`src/rtl/uart_word_rx.sv`:
```
// UART receiver (8 data bits, 1 stop bit) that pairs accepted bytes into 16-bit words, low byte first.
// Define UART_WORD_RX_PARITY_EN to add an even-parity bit between data bit 7 and the stop bit.
module uart_word_rx #(
  parameter int unsigned CLKS_PER_BIT = 868
) (
  input  logic        clock_i,
  input  logic        reset_n_i,
  input  logic        rx_i,
  output logic [7:0]  rx_byte_o,
  output logic        rx_byte_valid_o,
  output logic [15:0] word_o,
  output logic        word_valid_o,
  output logic        frame_err_o,
  output logic        parity_err_o,
  output logic        busy_o
);

  localparam int unsigned CNT_W = 10;
  localparam int unsigned HALF_BIT = CLKS_PER_BIT / 2;
  localparam logic [CNT_W-1:0] BIT_LAST  = CNT_W'(CLKS_PER_BIT - 1);
  localparam logic [CNT_W-1:0] HALF_LAST = CNT_W'(HALF_BIT - 1);

  localparam logic [2:0] S_IDLE    = 3'd0;
  localparam logic [2:0] S_START   = 3'd1;
  localparam logic [2:0] S_DATA    = 3'd2;
`ifdef UART_WORD_RX_PARITY_EN
  localparam logic [2:0] S_PARITY  = 3'd3;
`endif
  localparam logic [2:0] S_STOP    = 3'd4;
  localparam logic [2:0] S_RECOVER = 3'd5;

  logic             rx_meta_q, rx_sync_q;
  logic [2:0]       state_q, state_d;
  logic [CNT_W-1:0] cnt_q, cnt_d;
  logic [2:0]       bit_idx_q, bit_idx_d;
  logic [7:0]       shreg_q, shreg_d;
  logic             ptr_q, ptr_d;
  logic [7:0]       low_q, low_d;
  logic [7:0]       rx_byte_q, rx_byte_d;
  logic             rx_byte_valid_q, rx_byte_valid_d;
  logic [15:0]      word_q, word_d;
  logic             word_valid_q, word_valid_d;
  logic             frame_err_q, frame_err_d;
  logic             busy_q;
`ifdef UART_WORD_RX_PARITY_EN
  logic             par_bit_q, par_bit_d;
  logic             parity_err_q, parity_err_d;
`endif

  // Next-state and output decode; every frame sample is taken mid-bit.
  always_comb begin
    state_d         = state_q;
    cnt_d           = cnt_q;
    bit_idx_d       = bit_idx_q;
    shreg_d         = shreg_q;
    ptr_d           = ptr_q;
    low_d           = low_q;
    rx_byte_d       = rx_byte_q;
    rx_byte_valid_d = 1'b0;
    word_d          = word_q;
    word_valid_d    = 1'b0;
    frame_err_d     = 1'b0;
`ifdef UART_WORD_RX_PARITY_EN
    par_bit_d       = par_bit_q;
    parity_err_d    = 1'b0;
`endif
    case (state_q)
      S_IDLE: begin
        if (!rx_sync_q) begin
          state_d   = S_START;
          cnt_d     = '0;
          bit_idx_d = '0;
        end
      end
      S_START: begin
        if (cnt_q == HALF_LAST) begin
          cnt_d   = '0;
          state_d = rx_sync_q ? S_IDLE : S_DATA;
        end else begin
          cnt_d = cnt_q + CNT_W'(1);
        end
      end
      S_DATA: begin
        if (cnt_q == BIT_LAST) begin
          cnt_d   = '0;
          shreg_d = {rx_sync_q, shreg_q[7:1]};
          if (bit_idx_q == 3'd7) begin
`ifdef UART_WORD_RX_PARITY_EN
            state_d = S_PARITY;
`else
            state_d = S_STOP;
`endif
          end else begin
            bit_idx_d = bit_idx_q + 3'd1;
          end
        end else begin
          cnt_d = cnt_q + CNT_W'(1);
        end
      end
`ifdef UART_WORD_RX_PARITY_EN
      S_PARITY: begin
        if (cnt_q == BIT_LAST) begin
          cnt_d     = '0;
          par_bit_d = rx_sync_q;
          state_d   = S_STOP;
        end else begin
          cnt_d = cnt_q + CNT_W'(1);
        end
      end
`endif
      S_STOP: begin
        if (cnt_q == BIT_LAST) begin
          cnt_d = '0;
          // A bad stop bit outranks a parity mismatch; either one drops the half-built word.
          if (!rx_sync_q) begin
            frame_err_d = 1'b1;
            ptr_d       = 1'b0;
            low_d       = '0;
            state_d     = S_RECOVER;
          end
`ifdef UART_WORD_RX_PARITY_EN
          else if (par_bit_q != (^shreg_q)) begin
            parity_err_d = 1'b1;
            ptr_d        = 1'b0;
            low_d        = '0;
            state_d      = S_IDLE;
          end
`endif
          else begin
            state_d         = S_IDLE;
            rx_byte_d       = shreg_q;
            rx_byte_valid_d = 1'b1;
            if (!ptr_q) begin
              low_d = shreg_q;
              ptr_d = 1'b1;
            end else begin
              word_d       = {shreg_q, low_q};
              word_valid_d = 1'b1;
              ptr_d        = 1'b0;
            end
          end
        end else begin
          cnt_d = cnt_q + CNT_W'(1);
        end
      end
      S_RECOVER: begin
        if (rx_sync_q) begin
          state_d = S_IDLE;
        end
      end
      default: state_d = S_IDLE;
    endcase
  end

  // State, synchronizer and registered outputs.
  always_ff @(posedge clock_i or negedge reset_n_i) begin
    if (!reset_n_i) begin
      rx_meta_q       <= 1'b1;
      rx_sync_q       <= 1'b1;
      state_q         <= S_IDLE;
      cnt_q           <= '0;
      bit_idx_q       <= '0;
      shreg_q         <= '0;
      ptr_q           <= 1'b0;
      low_q           <= '0;
      rx_byte_q       <= '0;
      rx_byte_valid_q <= 1'b0;
      word_q          <= '0;
      word_valid_q    <= 1'b0;
      frame_err_q     <= 1'b0;
      busy_q          <= 1'b0;
`ifdef UART_WORD_RX_PARITY_EN
      par_bit_q       <= 1'b0;
      parity_err_q    <= 1'b0;
`endif
    end else begin
      rx_meta_q       <= rx_i;
      rx_sync_q       <= rx_meta_q;
      state_q         <= state_d;
      cnt_q           <= cnt_d;
      bit_idx_q       <= bit_idx_d;
      shreg_q         <= shreg_d;
      ptr_q           <= ptr_d;
      low_q           <= low_d;
      rx_byte_q       <= rx_byte_d;
      rx_byte_valid_q <= rx_byte_valid_d;
      word_q          <= word_d;
      word_valid_q    <= word_valid_d;
      frame_err_q     <= frame_err_d;
      busy_q          <= (state_d != S_IDLE);
`ifdef UART_WORD_RX_PARITY_EN
      par_bit_q       <= par_bit_d;
      parity_err_q    <= parity_err_d;
`endif
    end
  end

  assign rx_byte_o       = rx_byte_q;
  assign rx_byte_valid_o = rx_byte_valid_q;
  assign word_o          = word_q;
  assign word_valid_o    = word_valid_q;
  assign frame_err_o     = frame_err_q;
  assign busy_o          = busy_q;
`ifdef UART_WORD_RX_PARITY_EN
  assign parity_err_o    = parity_err_q;
`else
  assign parity_err_o    = 1'b0;
`endif

endmodule
```
`config.mk`:
```
export PLATFORM = sky130hd
export DESIGN_NAME = uart_word_rx
export DESIGN_NICKNAME = d
export VERILOG_FILES = /design/src/rtl/uart_word_rx.sv
export SDC_FILE = /design/constraint.sdc
export NUM_CORES = 1
export LEC_CHECK = 0
export CORE_ASPECT_RATIO = 0.6
export CORE_UTILIZATION = 55
export DETAILED_ROUTE_END_ITERATION = 8
export PLACE_DENSITY = 0.78
export SLEW_MARGIN = 20
export SYNTH_ARGS = -nofsm -noshare
export SYNTH_HDL_FRONTEND = slang
export SYNTH_SLANG_ARGS = --single-unit
```
`constraint.sdc`:
```
create_clock -name clock_i -period 2.4 [get_ports clock_i]
set_input_delay 0.24 -clock clock_i [delete_from_list [all_inputs] [get_ports clock_i]]
set_output_delay 0.24 -clock clock_i [all_outputs]
set_load 0.02 [all_outputs]
```
# Word level (Yosys, flattened, before mapping)
# Index checks and enable logic that the tools add are counted.
[totals] output_inout_bits=29 register_bits=63 elab_cells=70
[op_classes] addsub=2 reduce_logical=12 n_mux=31 eq_ne=11
[op_table] cell="10-bit 2-to-1 mux" n=3
[op_table] cell="3-bit 2-to-1 mux" n=10
[op_table] cell="10-bit one-hot mux with 3 select lines" n=1
[op_table] cell="8-bit 2-to-1 mux" n=2
[op_table] cell="3-bit one-hot mux with 5 select lines" n=1
[op_table] cell="1-bit 2-to-1 mux" n=12
[op_table] cell="10-bit by 1-bit adder with 10-bit output, second input constant" n=1
[op_table] cell="10-bit equality test, second input constant" n=1
[op_table] cell="10-bit by 9-bit equality test with 1-bit output, second input constant" n=1
[op_table] cell="3-bit equality test, second input constant" n=3
[op_table] cell="2-bit inequality test, second input constant" n=4
[op_table] cell="4-bit AND reduction" n=2
[op_table] cell="3-bit one-hot mux with 2 select lines" n=1
[op_table] cell="2-bit AND reduction" n=3
[op_table] cell="3-bit AND reduction" n=2
[op_table] cell="3-bit nonzero test" n=2
[op_table] cell="3-bit by 1-bit adder with 3-bit output, second input constant" n=1
[op_table] cell="3-bit by 1-bit equality test with 1-bit output, second input constant" n=1
[op_table] cell="3-bit by 2-bit equality test with 1-bit output, second input constant" n=1
[op_table] cell="3-bit logical NOT" n=1
[op_table] cell="2-bit 2-to-1 mux" n=1
[op_table] cell="2-bit nonzero test" n=1
[op_table] cell="2-bit OR reduction" n=1

# Logic depth before layout (Yosys ltp)
[depth] ltp_word=5 depth_mapped=8 depth_no_buf=7

# Least setup slack after synthesis
# Ideal clock, no wire load.
[synth_path] path_type="reg2reg" start="register cnt_q[0]" end="register word_q[10] (netlist: word_o[10])" setup_slack_ns=0.372 arrival_ns=1.903 n_path_buf=2 stages_incl_launch_ff=9 required_ns=2.275 path_cell_list="dfrtp_1 > ha_1 > nor4bb_4 > and3_1 > buf_4 > and3_4 > nand2_4 > buf_6 > mux2_4"
[synth_between] elab_chain_cells=2
[synth_lines] item="from (decl)" line_no="34" text="logic [CNT_W-1:0] cnt_q, cnt_d;"
[synth_lines] item="from (signal assigned)" line_no="180" text="cnt_q <= cnt_d;"
[synth_lines] item="10-bit equality test" line_no="112" text="if (cnt_q == BIT_LAST) begin"
[synth_lines] item="4-bit AND reduction (no source line)"
[synth_lines] item="to (signal assigned)" line_no="187" text="word_q <= word_d;"
[synth_lines] item="to (decl)" line_no="41" text="logic [15:0] word_q, word_d;"
# No other way between the ends.
# A chain may end at the register's enable or synchronous reset.

# Final worst setup path
[layout_path] start="register cnt_q[0]" end="register word_q[7] (netlist: word_o[7])"
# The elaborated chain is that of the path after synthesis.

==> results.sh <==
export IMPL_place_hpwl_um=3778
export IMPL_setup_skew_ps=9.617
export IMPL_worst_hold_path_num_cells=1
export IMPL_drive_above_1_share=0.2405
export IMPL_sequential_cell_area_fraction_in_the_yosys_report=0.5599
export IMPL_mappedNetlistNets=230
export IMPL_critPathCaptureType="flop"
export IMPL_cp_required_ps=2630
export IMPL_drc=0
export IMPL_grt_pass1_wl_um=9453
export IMPL_vias_in_the_first_global_route=1795
export IMPL_final_instance_count_excl_fill=325
export IMPL_synth_enable_flop_cells=0
export IMPL_die_area_um2=5427
export IMPL_finalWorstSetupSlack_ps=140.9
export IMPL_numPlacedInstances=308
export IMPL_hold_viol_final=0
export IMPL_drt_first_pass_iters=4
export IMPL_drv_max_cap_violation_count=0
export IMPL_grt_max_degree=64
export IMPL_post_synth_num_cell_types=43
export IMPL_synthesis_yosys_warnings=0
export IMPL_run_status="finished clean"
export IMPL_synth_largest_area_cell="sky130_fd_sc_hd__dfrtp_1"
export IMPL_total_routed_length_um=5635
export IMPL_drtIter0Drc=129
export IMPL_setup_violations_final=0
export IMPL_dpl_worst_slack_ps=154.9
export IMPL_power_density_nw_per_um2=590.3
export IMPL_placement_cell_area_um2=3168
export IMPL_vias_per_inst=5.726
export IMPL_syn_area_um2=2820
export IMPL_area_growth_syn_to_layout_pct=19.39
export IMPL_regToRegSetupSlack_ps=140
export IMPL_timing_final_crit_share=0.9413
export IMPL_placement_rows=19
export IMPL_setup_worst_path_start_class="flop"
export IMPL_ctsLongestPathBuffers=2
export IMPL_tns_ps=0
export IMPL_clock_latency_at_the_later_pin_of_the_worst_skew_pair_ps=350
export IMPL_diodes=0
export IMPL_holdWs_ps=297.9
export IMPL_slew_viol_final=0
export IMPL_timing_final_crit_period_ps=2259
export IMPL_avgSynthCellArea_um2=12.65
export IMPL_clk_root_buffer_cell="sky130_fd_sc_hd__clkbuf_8"
export IMPL_static_leakage_power_nw=1.626
export IMPL_routed_wire_length_per_instance_um=17.34
export IMPL_htree_levels=3
export IMPL_path_class="reg -> reg"
export IMPL_cts_tree="done"
export IMPL_die_h_um=57.47
export IMPL_route_vias_total=1861
export IMPL_io_pins=32
export IMPL_final_design_area_no_fill_um2=3367
export IMPL_initial_antenna_violation_count=0
export IMPL_final_fill_count=360
export IMPL_rsz0062_at_grt="no"
export IMPL_grt_usage=0.2459
export IMPL_critical_path_arrival_ps=2490
export IMPL_worst_path_max_fanout=17
export IMPL_synth_top_cell_area_share=0.5413
export IMPL_clock_sinks=63
export IMPL_port_buffers=30
export IMPL_asyncSetResetFlopFracSynth=1.000
export IMPL_die_w_um=94.45
export IMPL_clk_pin_slew_worst_paths_ps=70
export IMPL_cts_inserted_buffers=9
export IMPL_gr_total_overflow=0
export IMPL_ir_worst_vdd_mv=0.4078
export IMPL_yosys_register_bits=63
export IMPL_fmax_ghz=0.4427
export IMPL_floorplan_core_area_um2=4755
export IMPL_initial_core_util=0.5932
export IMPL_hold_path_class="in -> reg"
export IMPL_netlist_instances=223
export IMPL_drtAntennaViolNets=0
export IMPL_ff2ff_path_depth=6
export IMPL_ctsResizeCount=0
export IMPL_gpl_final_weighted_congestion=0.8513
export IMPL_synthTopCellsByArea="sky130_fd_sc_hd__dfrtp_1, sky130_fd_sc_hd__mux2_2, sky130_fd_sc_hd__a22o_1, sky130_fd_sc_hd__mux2_4, sky130_fd_sc_hd__dfstp_2"
export IMPL_synth_ff_type="sky130_fd_sc_hd__dfrtp_1"
export IMPL_final_nets=264
==> through the flow <==
stage	utilization	total power, W
global placement	0.6663	0.001118
floorplan	-	0.001091
CTS	0.7082	0.002003
detailed placement	0.6663	0.001118
finish	0.7082	0.001988
global route	0.7082	0.002061
==> cells in the mapped netlist, types with 2 or more instances <==
cell / count
sky130_fd_sc_hd__a21o_1: 5
sky130_fd_sc_hd__a22o_1: 17
sky130_fd_sc_hd__a31oi_1: 2
sky130_fd_sc_hd__and3_1: 2
sky130_fd_sc_hd__buf_4: 4
sky130_fd_sc_hd__clkbuf_1: 5
sky130_fd_sc_hd__dfrtp_1: 61
sky130_fd_sc_hd__dfstp_2: 2
sky130_fd_sc_hd__ha_1: 4
sky130_fd_sc_hd__inv_1: 9
sky130_fd_sc_hd__mux2_2: 25
sky130_fd_sc_hd__mux2_4: 9
sky130_fd_sc_hd__nand2_1: 12
sky130_fd_sc_hd__nand3_1: 5
sky130_fd_sc_hd__nand4_1: 2
sky130_fd_sc_hd__nor2_1: 11
sky130_fd_sc_hd__nor3_1: 5
sky130_fd_sc_hd__nor3b_1: 3
sky130_fd_sc_hd__nor4_1: 3
sky130_fd_sc_hd__o211a_1: 2
sky130_fd_sc_hd__o21ai_0: 9
sky130_fd_sc_hd__o22ai_1: 3
sky130_fd_sc_hd__or3_1: 2
sky130_fd_sc_hd__xnor2_1: 2
==> power by group <==
| part | leakage [nW] | total [W] | internal (W) | switching [W] |
|---|---|---|---|---|
| Sequential | 0.853 | 0.00107 | 0.00106 | 0.00000447 |
| Combinational | 0.677 | 0.0000291 | 0.00000671 | 0.0000224 |
| Clock | 0.0960 | 0.000889 | 0.000475 | 0.000414 |
| Total | 1.63 | 0.00199 | 0.00155 | 0.000441 |
==> layout by cell type (no fill, tap or decap), types with 3 or more instances in the layout <==
cell type,instances
sky130_fd_sc_hd__dfrtp_1,61
sky130_fd_sc_hd__clkdlybuf4s50_1,29
sky130_fd_sc_hd__mux2_2,25
sky130_fd_sc_hd__a22o_1,17
sky130_fd_sc_hd__nand2_1,12
sky130_fd_sc_hd__nor2_1,11
sky130_fd_sc_hd__inv_1,9
sky130_fd_sc_hd__o21ai_0,9
sky130_fd_sc_hd__mux2_4,9
sky130_fd_sc_hd__clkbuf_8,9
sky130_fd_sc_hd__nand3_1,5
sky130_fd_sc_hd__nor3_1,5
sky130_fd_sc_hd__a21o_1,5
sky130_fd_sc_hd__ha_1,4
sky130_fd_sc_hd__nor4_1,3
sky130_fd_sc_hd__nor3b_1,3
sky130_fd_sc_hd__o22ai_1,3
sky130_fd_sc_hd__clkinv_2,3
sky130_fd_sc_hd__buf_4,3
==> flip-flops by register name, summed over array words and instances, names as in the netlist <==
| signal | cells |
|---|---|
| cnt_q | 10 |
| busy_o | 1 |
| ptr_q | 1 |
| word_o | 16 |
| rx_byte_valid_o | 1 |
| state_q | 3 |
| rx_sync_q | 1 |
| word_valid_o | 1 |
| rx_meta_q | 1 |
| low_q | 8 |
| bit_idx_q | 3 |
| rx_byte_o | 8 |
| frame_err_o | 1 |
| shreg_q | 8 |
==> worst paths after layout <==
check	from	end
max in group asynchronous	reset_n_i	rx_meta_q
hold reg to reg	rx_meta_q	rx_sync_q
setup reg to reg	cnt_q[0]	word_o[7]
min in group asynchronous	reset_n_i	word_o[5]
hold / removal	rx_i	rx_meta_q
setup / recovery	cnt_q[0]	word_o[7]
==> repair_timing <==
item	CTS	global route
buffers inserted	0	0
hold buffers	1	0
setup endpoints to repair	0	0
hold endpoints to repair	61	0
==> final cells by class <==
cell class / count / area, um2 / share of cell area
inverter: 9 / 33.78 / 0.01003
clock buffer: 10 / 127.6 / 0.03790
timing repair buffer: 35 / 347.8 / 0.1033
sequential: 63 / 1579 / 0.4690
tap: 63 / 78.83 / 0.02341
multi-input combinational: 139 / 1139 / 0.3382
clock inverter: 6 / 61.31 / 0.01821
==> cells by family after synthesis <==
group / share of synthesized area
fa+ha+maj: 0.01775
xor+xnor: 0.006212
flops: 0.5599
compound gates: 0.1140
buf+inv: 0.03638
other cells: 0.001330
mux: 0.1513
simple gates: 0.1131
==> worst max-delay path, stage by stage, from the launching register on <==
cell and delay, ps:
sky130_fd_sc_hd__dfrtp_1 410, sky130_fd_sc_hd__ha_1 220, sky130_fd_sc_hd__nor4bb_4 330, sky130_fd_sc_hd__and3_1 290, sky130_fd_sc_hd__and3_4 320, sky130_fd_sc_hd__nand2_4 190
sky130_fd_sc_hd__mux2_4 360
==> metal layers <==
metal / up-vias / GRT usage / routed length [um]
met5: - / 0 / 0
met4: 0 / 0.09011 / 83
met3: 9 / 0.09467 / 353
met2: 63 / 0.3302 / 2407
met1: 910 / 0.3605 / 2790
li1: 879 / - / -
Note: power is estimated with default switching activity, not from simulation.
